File: config.mk
export PLATFORM = sky130hd
export DESIGN_NAME = flg_match_sched
export DESIGN_NICKNAME = d
export VERILOG_FILES = /design/src/rtl/flg_match_sched.sv
export SDC_FILE = /design/constraint.sdc
export NUM_CORES = 1
export LEC_CHECK = 0
export ABC_CLOCK_PERIOD_IN_PS = 17650
export CORE_ASPECT_RATIO = 2
export CORE_UTILIZATION = 63
export DETAILED_ROUTE_END_ITERATION = 8
export PLACE_DENSITY = 0.87
export SETUP_SLACK_MARGIN = 0.05
export SYNTH_ARGS = -nofsm -noshare
export SYNTH_HDL_FRONTEND = slang
export SYNTH_SLANG_ARGS = --single-unit
File: constraint.sdc
create_clock -name clk -period 17.65 [get_ports clk]
set_input_delay 1.765 -clock clk [delete_from_list [all_inputs] [get_ports clk]]
set_output_delay 1.765 -clock clk [all_outputs]
set_load 0.05 [all_outputs]
File: src/rtl/flg_match_sched.sv
// Flag-match scheduler: ANDs an activation/weight flag pair and walks every match LSB-first, emitting compressed-buffer addresses.
// Optional FLGSEQ_PERF_CNT_EN adds saturating handshake/stall counters.
module flg_match_sched #(
    parameter int DATA_WIDTH = 32,
    parameter int ADDR_WIDTH = 10,
    localparam int POS_WIDTH = $clog2(DATA_WIDTH)
) (
    input  logic                  clk,
    input  logic                  rst_n,
    input  logic                  flg_valid,
    output logic                  flg_ready,
    input  logic [DATA_WIDTH-1:0] flg_act,
    input  logic [DATA_WIDTH-1:0] flg_wei,
    input  logic                  flg_clear,
    output logic                  out_valid,
    input  logic                  out_ready,
    output logic [ADDR_WIDTH-1:0] out_act_addr,
    output logic [ADDR_WIDTH-1:0] out_wei_addr,
    output logic [POS_WIDTH-1:0]  out_pos,
    output logic                  out_last,
    output logic                  word_done,
    output logic [1:0]            dbg_state,
`ifdef FLGSEQ_PERF_CNT_EN
    output logic [31:0]           perf_match_cnt,
    output logic [31:0]           perf_stall_cnt,
`endif
    output logic                  busy
);

    // Handshakes: a transfer happens on a rising clk edge where valid and ready are
    // both high; valid never waits on ready, and a raised valid holds its payload until taken.

    localparam int CNT_WIDTH = POS_WIDTH + 1;
    localparam logic [DATA_WIDTH-1:0] ONE = DATA_WIDTH'(1);

    typedef enum logic [1:0] {
        ST_IDLE = 2'd0,
        ST_RUN  = 2'd1,
        ST_DONE = 2'd2
    } state_t;

    state_t                state_q, state_d;
    logic [DATA_WIDTH-1:0] act_q, act_d;
    logic [DATA_WIDTH-1:0] wei_q, wei_d;
    logic [DATA_WIDTH-1:0] match_q, match_d;
    logic [ADDR_WIDTH-1:0] act_base_q, act_base_d;
    logic [ADDR_WIDTH-1:0] wei_base_q, wei_base_d;

    logic [DATA_WIDTH-1:0] below_mask;
    logic [POS_WIDTH-1:0]  lsb_pos;
    logic                  run;
    logic                  has_match;
    logic                  one_hot;
    logic                  hs;

    function automatic logic [CNT_WIDTH-1:0] popcnt(input logic [DATA_WIDTH-1:0] vec);
        logic [CNT_WIDTH-1:0] cnt;
        cnt = '0;
        for (int i = 0; i < DATA_WIDTH; i++) begin
            cnt = cnt + CNT_WIDTH'(vec[i]);
        end
        return cnt;
    endfunction

    always_comb begin
        lsb_pos = '0;
        for (int i = DATA_WIDTH - 1; i >= 0; i--) begin
            if (match_q[i]) begin
                lsb_pos = POS_WIDTH'(i);
            end
        end
    end

    // Bits strictly below the lowest match select the compressed entries already consumed.
    assign below_mask = (match_q & (~match_q + ONE)) - ONE;
    assign run        = (state_q == ST_RUN);
    assign has_match  = (match_q != '0);
    assign one_hot    = has_match && ((match_q & (match_q - ONE)) == '0);
    assign hs         = out_valid && out_ready;

    assign out_valid    = run && has_match;
    assign out_last     = run && one_hot;
    assign out_pos      = lsb_pos;
    assign out_act_addr = act_base_q + ADDR_WIDTH'(popcnt(act_q & below_mask));
    assign out_wei_addr = wei_base_q + ADDR_WIDTH'(popcnt(wei_q & below_mask));
    assign flg_ready    = (state_q == ST_IDLE);
    assign busy         = (state_q != ST_IDLE);
    assign word_done    = (state_q == ST_DONE);
    assign dbg_state    = state_q;

    always_comb begin
        state_d    = state_q;
        act_d      = act_q;
        wei_d      = wei_q;
        match_d    = match_q;
        act_base_d = act_base_q;
        wei_base_d = wei_base_q;
        case (state_q)
            ST_IDLE: begin
                if (flg_valid) begin
                    act_d   = flg_act;
                    wei_d   = flg_wei;
                    match_d = flg_act & flg_wei;
                    state_d = ST_RUN;
                end
            end
            ST_RUN: begin
                if (!has_match) begin
                    state_d = ST_DONE;
                end else if (hs) begin
                    match_d = match_q & (match_q - ONE);
                    if (one_hot) begin
                        state_d = ST_DONE;
                    end
                end
            end
            ST_DONE: begin
                act_base_d = act_base_q + ADDR_WIDTH'(popcnt(act_q));
                wei_base_d = wei_base_q + ADDR_WIDTH'(popcnt(wei_q));
                state_d    = ST_IDLE;
            end
            default: state_d = ST_IDLE;
        endcase
        if (flg_clear) begin
            act_base_d = '0;
            wei_base_d = '0;
        end
    end

    always_ff @(posedge clk or negedge rst_n) begin
        if (!rst_n) begin
            state_q    <= ST_IDLE;
            act_q      <= '0;
            wei_q      <= '0;
            match_q    <= '0;
            act_base_q <= '0;
            wei_base_q <= '0;
        end else begin
            state_q    <= state_d;
            act_q      <= act_d;
            wei_q      <= wei_d;
            match_q    <= match_d;
            act_base_q <= act_base_d;
            wei_base_q <= wei_base_d;
        end
    end

`ifdef FLGSEQ_PERF_CNT_EN
    logic [31:0] perf_match_cnt_q, perf_match_cnt_d;
    logic [31:0] perf_stall_cnt_q, perf_stall_cnt_d;

    always_comb begin
        perf_match_cnt_d = perf_match_cnt_q;
        perf_stall_cnt_d = perf_stall_cnt_q;
        if (hs && (perf_match_cnt_q != 32'hFFFF_FFFF)) begin
            perf_match_cnt_d = perf_match_cnt_q + 32'd1;
        end
        if (out_valid && !out_ready && (perf_stall_cnt_q != 32'hFFFF_FFFF)) begin
            perf_stall_cnt_d = perf_stall_cnt_q + 32'd1;
        end
        if (flg_clear) begin
            perf_match_cnt_d = '0;
            perf_stall_cnt_d = '0;
        end
    end

    always_ff @(posedge clk or negedge rst_n) begin
        if (!rst_n) begin
            perf_match_cnt_q <= '0;
            perf_stall_cnt_q <= '0;
        end else begin
            perf_match_cnt_q <= perf_match_cnt_d;
            perf_stall_cnt_q <= perf_stall_cnt_d;
        end
    end

    assign perf_match_cnt = perf_match_cnt_q;
    assign perf_stall_cnt = perf_stall_cnt_q;
`endif

endmodule

Word-level counts from Yosys, hierarchy flattened
Index checks and enable logic that the tools add are counted.

Bits in registers: 118.

Multiplexer cells: 45. Reduce and logical (&&, ||, !) cells: 13. Eq/ne operators: 7. Bitwise operators: 6. $add $sub $neg: 131.

Operators by type and width (count): $add 6x1->6 (104); $and 32x32->32 (5); $mux 5 (32); $mux 32 (3); $pmux 32 s2 (1); $sub 32x1->32 const B (2); $add 10x6->10 (4); $mux 10 (4); $add 32x1->32 const B (1); $logic_not 32->1 (1); $not 32->32 (1); $reduce_bool 32->1 (1); $add 5x1->6 (4); $add 4x1->5 (4); $add 3x1->4 (4); $add 2x1->3 (4); $add 1x1->2 (4); $mux 2 (4); $ne 3x2->1 const B (2); $reduce_bool 2->1 (3); $logic_and 1x1->1 (4); $ne 2x1->1 const B (2); $pmux 2 s2 (1); $reduce_and 4->1 (1); 6 further kinds (6).

Logic depth before layout (Yosys ltp)
Depth in word-level cells: 37. Gate-level depth with buffers: 26.

Worst setup path before layout
OpenSTA, ideal clock, no wires.

Path kind: flip-flop to output port. From: register match_q[8]. To: output out_wei_addr[8]. Path slack: 8.471 ns. Arrival: 7.414 ns. Data required time: 15.885 ns. Stages on the path, launching flop included: 26. Buffers on the path: 1. Path through: dfrtp_1 buf_6 nor4_4 and2_4 nand2_1 nor3_1 nand2_1 fa_1 fa_1 inv_1 fa_1 inv_1 fa_1 fa_1 inv_1 fa_1 inv_1 fa_1 fa_1 nor2b_1 o21ai_0 a21boi_0 o21ai_0 a21boi_0 o21ai_0 xnor2_1.

Longest elaborated chain between the ends: 30.

Ends and longest elaborated chain: start, declared (line 45) `logic [DATA_WIDTH-1:0] match_q, match_d;`; start signal, assigned (line 142) `match_q <= match_d;`; $not 32->32 (line 75) `assign below_mask = (match_q & (~match_q + ONE)) - ONE;`; $add 32x1->32 (line 75); $and 32x32->32 * (line 75); $sub 32x1->32 * (line 75); $and 32x32->32 * (line 85) `assign out_wei_addr = wei_base_q + ADDR_WIDTH'(popcnt(wei_q & below_mask));`; $add 6x1->6 (23 in a row) (line 60) `cnt = cnt + CNT_WIDTH'(vec[i]);`; $add 6x1->6 * (line 60); $add 10x6->10 * (line 85); end, declared (line 18) `output logic [ADDR_WIDTH-1:0] out_wei_addr,`.

Every way passes the cells marked *; elsewhere a longest branch is shown, timed or not.

Final worst setup path
From: register match_q[4]. To: output out_wei_addr[8].

Longest elaborated chain between the ends: 34.

Ends and longest elaborated chain (line): $not 32->32 (75); $add 32x1->32 (75); $and 32x32->32 * (75); $sub 32x1->32 * (75); $and 32x32->32 * (85); $add 4x1->5 (60); $add 5x1->6 (60); $add 6x1->6 (25 in a row) (60); $add 6x1->6 * (60); $add 10x6->10 * (85).

Marks and branches as above.

==> flow_summary.ini <==
[timing]
finalCriticalPeriod_ps = 11010
setup_violations = 0
fin_tns_setup_ps = 0
fmax_ghz = 0.0908
tightestPinTransition_ps = 1330
fin_ws_ps = 6640
timing.final.crit_share = 0.624
rsz0062_at_grt = false
finalHoldViolCount = 0
maxSlewViolCount = 0
max_slew_margin = 0.108
skew_ps = 9.18

[yosys]
yosys_warnings = 0
synth_edf_count = 0
synthArstFlopShare = 1.00
syn-cell-area_sq_um = 9910
ys_ff_latch = 118
synth_flop_cell = dfrtp_1
syn_inst = 1090
seq_area_frac_synth = 0.298
synth.avg_cell_area_sq_um = 9.10
synth_nets = 1323
yosysUniqueCellTypes = 64

[layout]
drive_gt1_frac = 0.0506
post-route-util = 0.753
n_fill_cell = 1112
syn2layout_area_growth_pct = 16.8
stdcell_count = 1384
nets = 1405

[hold_path]
min_from = act_q[31]
worstHoldPathType = flip-flop to flip-flop

[global_routing]
gr-total-overflow = 0
grt_pass1_vias = 9109
grtUsageTotal = 0.438
grt_pass1_wl_microns = 51400
grt_max_degree = 66
antenna_found_initial = 1

[clock_network]
clock-sinks = 118
htree_levels = 4
path_clk_slew_ps = 60
cts_tree = yes
clk_latency_ps = 440
numCtsBuffers = 17
clockBufferDepth = 2
cts_setup_buffers = 0
cts_resized = 0
hold_buffers = 0
cts-root-buf = clkbuf_16

[setup_path]
cp-startpoint = match_q[4]
required_ps = 15880
start_kind = flip-flop
rrSetupSlack_ps = 11920
worstSetupPathType = flip-flop to primary output
cp_data_arrival_time_ps = 9250
worstPathMaxFanout = 11
crit_path_frequent_cell = fa_1
slowest_delay_ps = 830
cp-end-kind = primary output
r2r_start = wei_q[25]
cp_slowest_cell = nor3_1

[job]
maxCapViolCount = 0

[detailed_routing]
drc = 0
firstDrtPassIters = 6
drtAntennaViolNets = 0
vias_per_cell = 6.19
vias = 8567
routed_wl_microns = 33300
drt_iter0_drc = 567
drt-wirelength-per-cell_microns = 24.1

[floorplan]
dieArea_sq_um = 16300
row_count = 64
start_util = 0.645
fp.dieH_microns = 179
ios = 101
die_w_microns = 90.7
core_area_sq_um = 15400

[placed_design]
numPortBuffers = 100
globalplace.congestion = 1.01
hpwl_microns = 26100
pre_cts_slack_ps = 7320
dp_cells = 1351

[run_status]
outcome = complete, no violations
## layout by cell type (no fill, tap or decap), types with 12 or more instances in the layout
cell type / Yosys / final
clkdlybuf4s50_1: 0 / 99
nor2b_1: 20 / 20
a21oi_1: 35 / 35
a32o_1: 30 / 30
nor3_1: 30 / 30
dfrtp_1: 118 / 118
o21ai_0: 76 / 76
xnor2_1: 14 / 14
nor2_1: 58 / 58
nand2_1: 203 / 203
inv_1: 151 / 151
ha_1: 60 / 60
clkbuf_16: 0 / 17
o21ai_1: 12 / 12
fa_1: 104 / 104
## worst max-delay path: cells and delay by family, from the launching register on
kind	cells	cell delay, ps
xor+xnor	1	160
fa+ha+maj	8	4030
simple gates	6	2180
buf+inv	5	1050
flops	1	510
compound gates	5	880
## synth_stat cells (4+ instances only)
cell / instances / area [sq um]
and2_1: 6 / 37.5
nor4_1: 7 / 43.8
dfrtp_1: 118 / 2950
o21a_1: 9 / 67.6
a21oi_1: 35 / 175
a211oi_1: 6 / 45.0
nand3_1: 9 / 45.0
or3_1: 6 / 37.5
o31ai_1: 5 / 37.5
nor3_1: 30 / 150
nor2b_1: 20 / 125
o211ai_1: 5 / 37.5
nand2b_1: 6 / 37.5
nor2_1: 58 / 218
fa_1: 104 / 2080
and3_1: 11 / 68.8
buf_2: 4 / 20.0
a32o_1: 30 / 300
a21boi_0: 6 / 45.0
ha_1: 60 / 751
xnor2_1: 14 / 123
inv_1: 151 / 567
o21ai_0: 76 / 380
clkbuf_1: 36 / 135
nand2_1: 203 / 762
o21ai_1: 12 / 60.1
## cell type report
class	count	area, sq um	area share
multi-input cells	775	6190	0.534
clock inverters	14	130	0.0112
repair buffers	108	1060	0.0914
diodes	1	2.50	0.000216
well taps	198	248	0.0214
flip-flops and latches	118	2950	0.255
clock buffers	18	429	0.0371
inverters	152	571	0.0493
## flip-flops by register name, summed over array words and instances (netlist names)
name and flops:
act_q 32, match_q 32, wei_q 32, act_base_q 10, wei_base_q 10, dbg_state 2
## kinds of logic after synthesis
| family | share of synthesized area |
|---|---|
| XOR/XNOR | 0.0150 |
| buffers and inverters | 0.0781 |
| multiplexers | 0.00227 |
| adder cells (fa/ha/maj) | 0.288 |
| flip-flops | 0.298 |
| AO/OA/AOI/OAI | 0.136 |
| AND/OR/NAND/NOR | 0.183 |
## final timing paths
| path | endpoint | depth (start not counted) |
|---|---|---|
| min reg2reg | act_q[31] | 2 |
| min in group asynchronous | act_q[21] | 1 |
| max | out_wei_addr[8] | 25 |
| min | act_q[31] | 2 |
| max reg2reg | wei_base_q[8] | 18 |
| max in group asynchronous | wei_q[2] | 2 |
## through the flow
stage / cell area, sq um / hold WS (ps)
global route: 11600 / 564
CTS: 11600 / 546
global placement: 11000 / 517
detailed placement: 11000 / 530
floorplan: 9910 / 480
finish: 11600 / 550
## metal layers
metal,wire (microns),track usage,vias to the layer above,share of wire
li1,-,-,3783,-
met2,16900,0.743,459,0.51
met1,10300,0.426,4144,0.31
met3,2250,0.103,181,0.067
met5,0,0,-,0
met4,3810,0.422,0,0.11
Power is left out: the tool's default activity adds up to more than one toggle a clock period on the data nets, which glitch-free logic cannot reach.
